**src/rtl/alu_sequencer.sv**
```systemverilog
// Multi-cycle ALU sequencer: valid/ready request in, one operation in flight,
// single-cycle ops via a combinational ALU, DIV/MOD via a bit-serial restoring divider.
package alu_sequencer_pkg;
  localparam logic [4:0] OP_NOP = 5'd0;
  localparam logic [4:0] OP_HLT = 5'd1;
  localparam logic [4:0] OP_NOT = 5'd2;
  localparam logic [4:0] OP_AND = 5'd3;
  localparam logic [4:0] OP_OR  = 5'd4;
  localparam logic [4:0] OP_NEG = 5'd5;
  localparam logic [4:0] OP_ADD = 5'd6;
  localparam logic [4:0] OP_SUB = 5'd7;
  localparam logic [4:0] OP_MUL = 5'd8;
  localparam logic [4:0] OP_DIV = 5'd9;
  localparam logic [4:0] OP_MOD = 5'd10;
endpackage

module alu
  import alu_sequencer_pkg::*;
#(
  parameter int BITS_DATA = 32
) (
  input  logic [4:0]           opcode,
  input  logic [BITS_DATA-1:0] a,
  input  logic [BITS_DATA-1:0] b,
  output logic [BITS_DATA-1:0] y,
  output logic                 c,
  output logic                 s,
  output logic                 o,
  output logic                 z,
  output logic                 illegal
);
  localparam int MSB = BITS_DATA - 1;

  logic [BITS_DATA:0] sum;

  // SUB/NEG report borrow in C; DIV/MOD only resolve the divide-by-zero case here.
  always_comb begin
    y       = '0;
    c       = 1'b0;
    o       = 1'b0;
    illegal = 1'b0;
    sum     = {1'b0, a} + {1'b0, b};
    case (opcode)
      OP_NOP, OP_HLT: ;
      OP_NOT: y = ~a;
      OP_AND: y = a & b;
      OP_OR:  y = a | b;
      OP_NEG: begin
        y = '0 - a;
        c = |a;
        o = a[MSB] & y[MSB];
      end
      OP_ADD: begin
        y = sum[MSB:0];
        c = sum[BITS_DATA];
        o = (a[MSB] == b[MSB]) && (y[MSB] != a[MSB]);
      end
      OP_SUB: begin
        y = a - b;
        c = (a < b);
        o = (a[MSB] != b[MSB]) && (y[MSB] != a[MSB]);
      end
      OP_MUL: y = a * b;
      OP_DIV: if (b == '0) begin y = '1; o = 1'b1; end
      OP_MOD: if (b == '0) begin y = a;  o = 1'b1; end
      default: illegal = 1'b1;
    endcase
  end

  assign s = y[MSB];
  assign z = ~|y;
endmodule

module alu_sequencer
  import alu_sequencer_pkg::*;
#(
  parameter int BITS_DATA = 32
) (
  input  logic                 clk,
  input  logic                 rst_n,
  input  logic                 in_valid,
  output logic                 in_ready,
  input  logic [4:0]           opcode,
  input  logic [BITS_DATA-1:0] op_a,
  input  logic [BITS_DATA-1:0] op_b,
  output logic                 out_valid,
  input  logic                 out_ready,
  output logic [BITS_DATA-1:0] result,
  output logic                 C,
  output logic                 S,
  output logic                 O,
  output logic                 Z,
  output logic                 err,
  output logic                 halted,
  output logic                 busy
);
  localparam int MSB = BITS_DATA - 1;
  localparam int CW  = $clog2(BITS_DATA + 1);

  typedef enum logic [2:0] {S_IDLE, S_EXEC, S_DIV, S_DONE, S_HALT} state_t;

  state_t                 state, state_nxt;
  logic [4:0]             opc_q;
  logic [BITS_DATA-1:0]   a_q, b_q;
  logic [BITS_DATA-1:0]   rem_q, quo_q, rem_nxt, quo_nxt, div_res;
  logic [BITS_DATA:0]     trial;
  logic [CW-1:0]          cnt_q;
  logic                   accept, div_last;
  logic [BITS_DATA-1:0]   alu_y;
  logic                   alu_c, alu_s, alu_o, alu_z, alu_ill;

  assign accept   = in_valid & in_ready;
  assign div_last = (cnt_q == CW'(BITS_DATA - 1));

  always_ff @(posedge clk or negedge rst_n) begin
    if (!rst_n) state <= S_IDLE;
    else        state <= state_nxt;
  end

  always_comb begin
    state_nxt = state;
    case (state)
      S_IDLE: if (accept) begin
        case (opcode)
          OP_NOP:         state_nxt = S_IDLE;
          OP_HLT:         state_nxt = S_HALT;
          OP_DIV, OP_MOD: state_nxt = (op_b != '0) ? S_DIV : S_EXEC;
          default:        state_nxt = S_EXEC;
        endcase
      end
      S_EXEC:  state_nxt = S_DONE;
      S_DIV:   if (div_last) state_nxt = S_DONE;
      S_DONE:  if (out_ready) state_nxt = S_IDLE;
      S_HALT:  state_nxt = S_HALT;
      default: state_nxt = S_IDLE;
    endcase
  end

  always_comb begin
    in_ready  = 1'b0;
    out_valid = 1'b0;
    busy      = 1'b0;
    halted    = 1'b0;
    case (state)
      S_IDLE:        in_ready = 1'b1;
      S_EXEC, S_DIV: busy = 1'b1;
      S_DONE:        begin busy = 1'b1; out_valid = 1'b1; end
      S_HALT:        halted = 1'b1;
      default: ;
    endcase
  end

  alu #(.BITS_DATA(BITS_DATA)) u_alu (
    .opcode  (opc_q),
    .a       (a_q),
    .b       (b_q),
    .y       (alu_y),
    .c       (alu_c),
    .s       (alu_s),
    .o       (alu_o),
    .z       (alu_z),
    .illegal (alu_ill)
  );

  // One restoring step: shift the next dividend bit in, keep the difference if it fits.
  always_comb begin
    trial = {rem_q, quo_q[MSB]} - {1'b0, b_q};
    if (trial[BITS_DATA]) begin
      rem_nxt = {rem_q[MSB-1:0], quo_q[MSB]};
      quo_nxt = {quo_q[MSB-1:0], 1'b0};
    end else begin
      rem_nxt = trial[MSB:0];
      quo_nxt = {quo_q[MSB-1:0], 1'b1};
    end
    div_res = (opc_q == OP_MOD) ? rem_nxt : quo_nxt;
  end

  always_ff @(posedge clk or negedge rst_n) begin
    if (!rst_n) begin
      opc_q  <= '0;
      a_q    <= '0;
      b_q    <= '0;
      rem_q  <= '0;
      quo_q  <= '0;
      cnt_q  <= '0;
      result <= '0;
      C      <= 1'b0;
      S      <= 1'b0;
      O      <= 1'b0;
      Z      <= 1'b0;
      err    <= 1'b0;
    end else begin
      case (state)
        S_IDLE: if (accept) begin
          opc_q <= opcode;
          a_q   <= op_a;
          b_q   <= op_b;
          rem_q <= '0;
          quo_q <= op_a;
          cnt_q <= '0;
        end
        S_EXEC: begin
          result <= alu_y;
          C      <= alu_c & (opc_q != OP_MUL);
          S      <= alu_s;
          O      <= alu_o & (opc_q != OP_MUL);
          Z      <= alu_z;
          err    <= alu_ill;
        end
        S_DIV: begin
          rem_q <= rem_nxt;
          quo_q <= quo_nxt;
          cnt_q <= cnt_q + CW'(1);
          if (div_last) begin
            result <= div_res;
            C      <= 1'b0;
            S      <= div_res[MSB];
            O      <= 1'b0;
            Z      <= ~|div_res;
            err    <= 1'b0;
          end
        end
        S_DONE: if (out_ready) err <= 1'b0;
        default: ;
      endcase
    end
  end
endmodule
```
**config.mk**
```make
export PLATFORM = sky130hd
export DESIGN_NAME = alu_sequencer
export DESIGN_NICKNAME = d
export VERILOG_FILES = /design/src/rtl/alu_sequencer.sv
export SDC_FILE = /design/constraint.sdc
export NUM_CORES = 2
export LEC_CHECK = 0
export BUFFER_PORTS_ARGS = -buffer_cell sky130_fd_sc_hd__buf_2
export CORE_MARGIN = 5
export CORE_UTILIZATION = 45
export DETAILED_ROUTE_END_ITERATION = 8
export PLACE_DENSITY = 0.59
export SLEW_MARGIN = 10
export SYNTH_ARGS = -nofsm -noshare
export SYNTH_HDL_FRONTEND = slang
export SYNTH_HIERARCHICAL = 1
export SYNTH_SLANG_ARGS = --single-unit
```
**constraint.sdc**
```tcl
create_clock -name clk -period 10.75 [get_ports clk]
set_input_delay 1.075 -clock clk [delete_from_list [all_inputs] [get_ports clk]]
set_output_delay 1.075 -clock clk [all_outputs]
set_load 0.02 [all_outputs]
```
==> results.yml <==
logic_synthesis:
  syn_inst: 4049
  postSynthAreaPerCell_sq_um: 7.90
  synth-seq-area-share: 0.140
  synth_cell_types: 90
  synth_edf_count: 0
  syn_nets: 4787
  ys_ff_latch: 179
  async_flop_share: 1.00
  synth_top_flop_cell: "dfrtp_1"
  netlist_area_sq_mm: 0.0320
  yosysWarnings: 6
finish:
  antenna_cells: 0
  most-common-layout-cells: "nand2_1, inv_1, nor2_1"
  nFillCells: 7057
  area_growth_pct: 6.85
  drive_above_1_share: 0.0744
  final_nets: 4785
  final_common_cell: "nand2_1"
sta:
  drv_slew: 0
  fmax_ghz: 0.106
  tightest_slew_ps: 1410
  period_needed_ps: 9460
  finalSetupViolations: 0
  tns_ps: 0
  hold_ws_ps: 475
  worst_clock_skew_ps: 16.9
  rsz0062_at_grt: "no"
  slew_headroom: 0.0529
  post-route-period-util: 0.880
  hold_viol_final: 0
run:
  max_cap_violations: 0
clock_tree:
  cts_tree: "yes"
  hold_buffers: 0
  htree_levels: 4
  ctsResizeCount: 0
  numCtsBuffers: 17
  clockBufferDepth: 2
  clk_latency_ps: 460
  cts_setup_buffers: 0
  path_clk_slew_ps: 90
  cts_root_buf: "clkbuf_16"
  cts_sinks: 179
route:
  top_layer: "met5"
  drc: 0
  drt-total-wl_um: 132000
  wl_per_cell_um: 26.3
  dr_wl_met3_um: 12100
  drt_iter0_markers: 3518
  dr_wl_met2_um: 59000
  via_per_inst: 6.09
  via_count: 30449
  ant_nets: 0
  wl_met1_um: 54100
  firstDrtPassIters: 8
setup_path:
  crit_path_frequent_cell: "fa_1"
  path_buf_inv: 5
  cpMaxStageDelayCell: "or4_1"
  worstPathRequired_ps: 11120
  critPathTopFamily: "adder cells"
  cp_max_fo: 15
  crit_start: "b_q[5]"
  arrival_ps: 9830
  end_kind: "flip-flop"
  path_class: "flip-flop to flip-flop"
  cp-start-kind: "flip-flop"
  cpPeakStageDelay_ps: 640
  worstReg2RegStart: "b_q[5]"
floorplanning:
  coreArea_sq_mm: 0.0703
  die_h_um: 277
  ios: 114
  rows: 97
  die_w_um: 277
  initial_utilization: 0.455
  die_area_sq_mm: 0.0765
min_path:
  hold_start: "cnt_q[5]"
  holdCritPathClass: "flip-flop to flip-flop"
status:
  outcome: "finished clean"
global_route:
  grt_pass1_wl_um: 195000
  grt_pass1_vias: 30004
  grt_usage: 0.335
  grt_max_degree: 91
  grt_overflow: 0
  antenna_found_initial: 3
place:
  io_buffers: 113
  dp_hpwl_um: 103000
  globalplace.congestion: 1.07
[worst paths after layout]
check / slack [ps] / to / cells past startpoint
worst max register to register: 1290 / Z / 29
worst min register to register: 470 / cnt_q[5] / 1
min in group asynchronous: 570 / err / 1
worst min-delay path: 470 / cnt_q[5] / 1
worst max-delay path: 1290 / Z / 29
max in group asynchronous: 8810 / a_q[22] / 2
[synthesized netlist by cell type, types with 8 or more instances]
| cell | instances | share of area |
|---|---|---|
| nand2_1 | 618 | 0.073 |
| nor4_1 | 42 | 0.0082 |
| or2_2 | 11 | 0.0022 |
| ha_1 | 254 | 0.099 |
| clkbuf_1 | 191 | 0.022 |
| xnor2_1 | 103 | 0.028 |
| o221ai_1 | 14 | 0.0038 |
| clkinv_1 | 10 | 0.0012 |
| nor2_1 | 458 | 0.054 |
| or4_1 | 11 | 0.0026 |
| inv_1 | 516 | 0.061 |
| o211ai_1 | 37 | 0.0087 |
| and3_1 | 18 | 0.0035 |
| nor3b_1 | 10 | 0.0023 |
| o2111ai_1 | 13 | 0.0036 |
| a21boi_0 | 8 | 0.0019 |
| nand2b_1 | 27 | 0.0053 |
| buf_1 | 21 | 0.0025 |
| fa_1 | 411 | 0.26 |
| mux2i_1 | 29 | 0.0091 |
| a2111oi_0 | 13 | 0.0036 |
| o21bai_1 | 22 | 0.0052 |
| o31ai_1 | 13 | 0.0031 |
| o21a_1 | 19 | 0.0045 |
| o21ai_0 | 219 | 0.034 |
| a31oi_1 | 42 | 0.0082 |
| a211o_1 | 13 | 0.0036 |
| a211oi_1 | 40 | 0.0094 |
| a22oi_1 | 16 | 0.0038 |
| nor3_1 | 56 | 0.0088 |
| a221oi_1 | 15 | 0.0041 |
| xor2_1 | 28 | 0.0077 |
| and2_1 | 27 | 0.0053 |
| nor2b_1 | 12 | 0.0023 |
| nand3_1 | 109 | 0.017 |
| dfrtp_1 | 179 | 0.14 |
| a21oi_1 | 175 | 0.027 |
| a21o_1 | 38 | 0.0089 |
| or3_1 | 23 | 0.0045 |
| nand4_1 | 33 | 0.0065 |
[area by class of cell]
| type | count | area (sq um) | share of cell area |
|---|---|---|---|
| clock buffer | 17 | 425 | 0.0124 |
| clock inverter | 15 | 180 | 0.00527 |
| tap | 940 | 1180 | 0.0344 |
| timing repair buffer | 204 | 1260 | 0.0368 |
| sequential | 179 | 4480 | 0.131 |
| multi-input combinational | 3113 | 24700 | 0.722 |
| inverter | 532 | 2000 | 0.0584 |
[registers in the layout (all words and copies together) (netlist names)]
| name | cells |
|---|---|
| Z | 1 |
| O | 1 |
| S | 1 |
| err | 1 |
| b_q | 32 |
| C | 1 |
| quo_q | 32 |
| rem_q | 32 |
| state | 3 |
| opc_q | 5 |
| cnt_q | 6 |
| a_q | 32 |
| result | 32 |
[worst register-to-register path: cells and delay by family (launching register included)]
family	cells	cell delay, ps
flip-flops	1	520
XOR/XNOR	1	330
AO/OA/AOI/OAI	7	980
adder cells (fa/ha/maj)	9	4370
buffers and inverters	5	770
AND/OR/NAND/NOR	7	2380
[per-layer routing]
metal / global-route usage / vias to the layer above
met4: 0.134 / 6
met2: 0.532 / 1707
met3: 0.0538 / 299
met5: 0 / -
li1: - / 13381
met1: 0.462 / 15056
[metrics by stage]
stage	setup WS (ps)	utilization	instance area, sq um	instances
floorplan	2260	-	32000	4049
global placement	1570	0.478	33600	4968
detailed placement	1430	0.478	33600	4968
CTS	1340	0.486	34200	5000
global route	986	0.486	34200	5000
finish	1290	0.486	34200	5000
[cells by family (layout without fill, tap and decap cells)]
| kind of cell | Yosys count | after routing | share of synthesized area |
|---|---|---|---|
| compound gates | 791 | 791 | 0.161 |
| xor+xnor | 132 | 132 | 0.0366 |
| simple gates | 1491 | 1491 | 0.205 |
| mux | 34 | 34 | 0.0108 |
| buf+inv | 757 | 768 | 0.0904 |
| fa+ha+maj | 665 | 665 | 0.357 |
| flops | 179 | 179 | 0.140 |
Power is not shown: default switching activity piles up to over one toggle a cycle in this logic, so the estimate is an artifact.
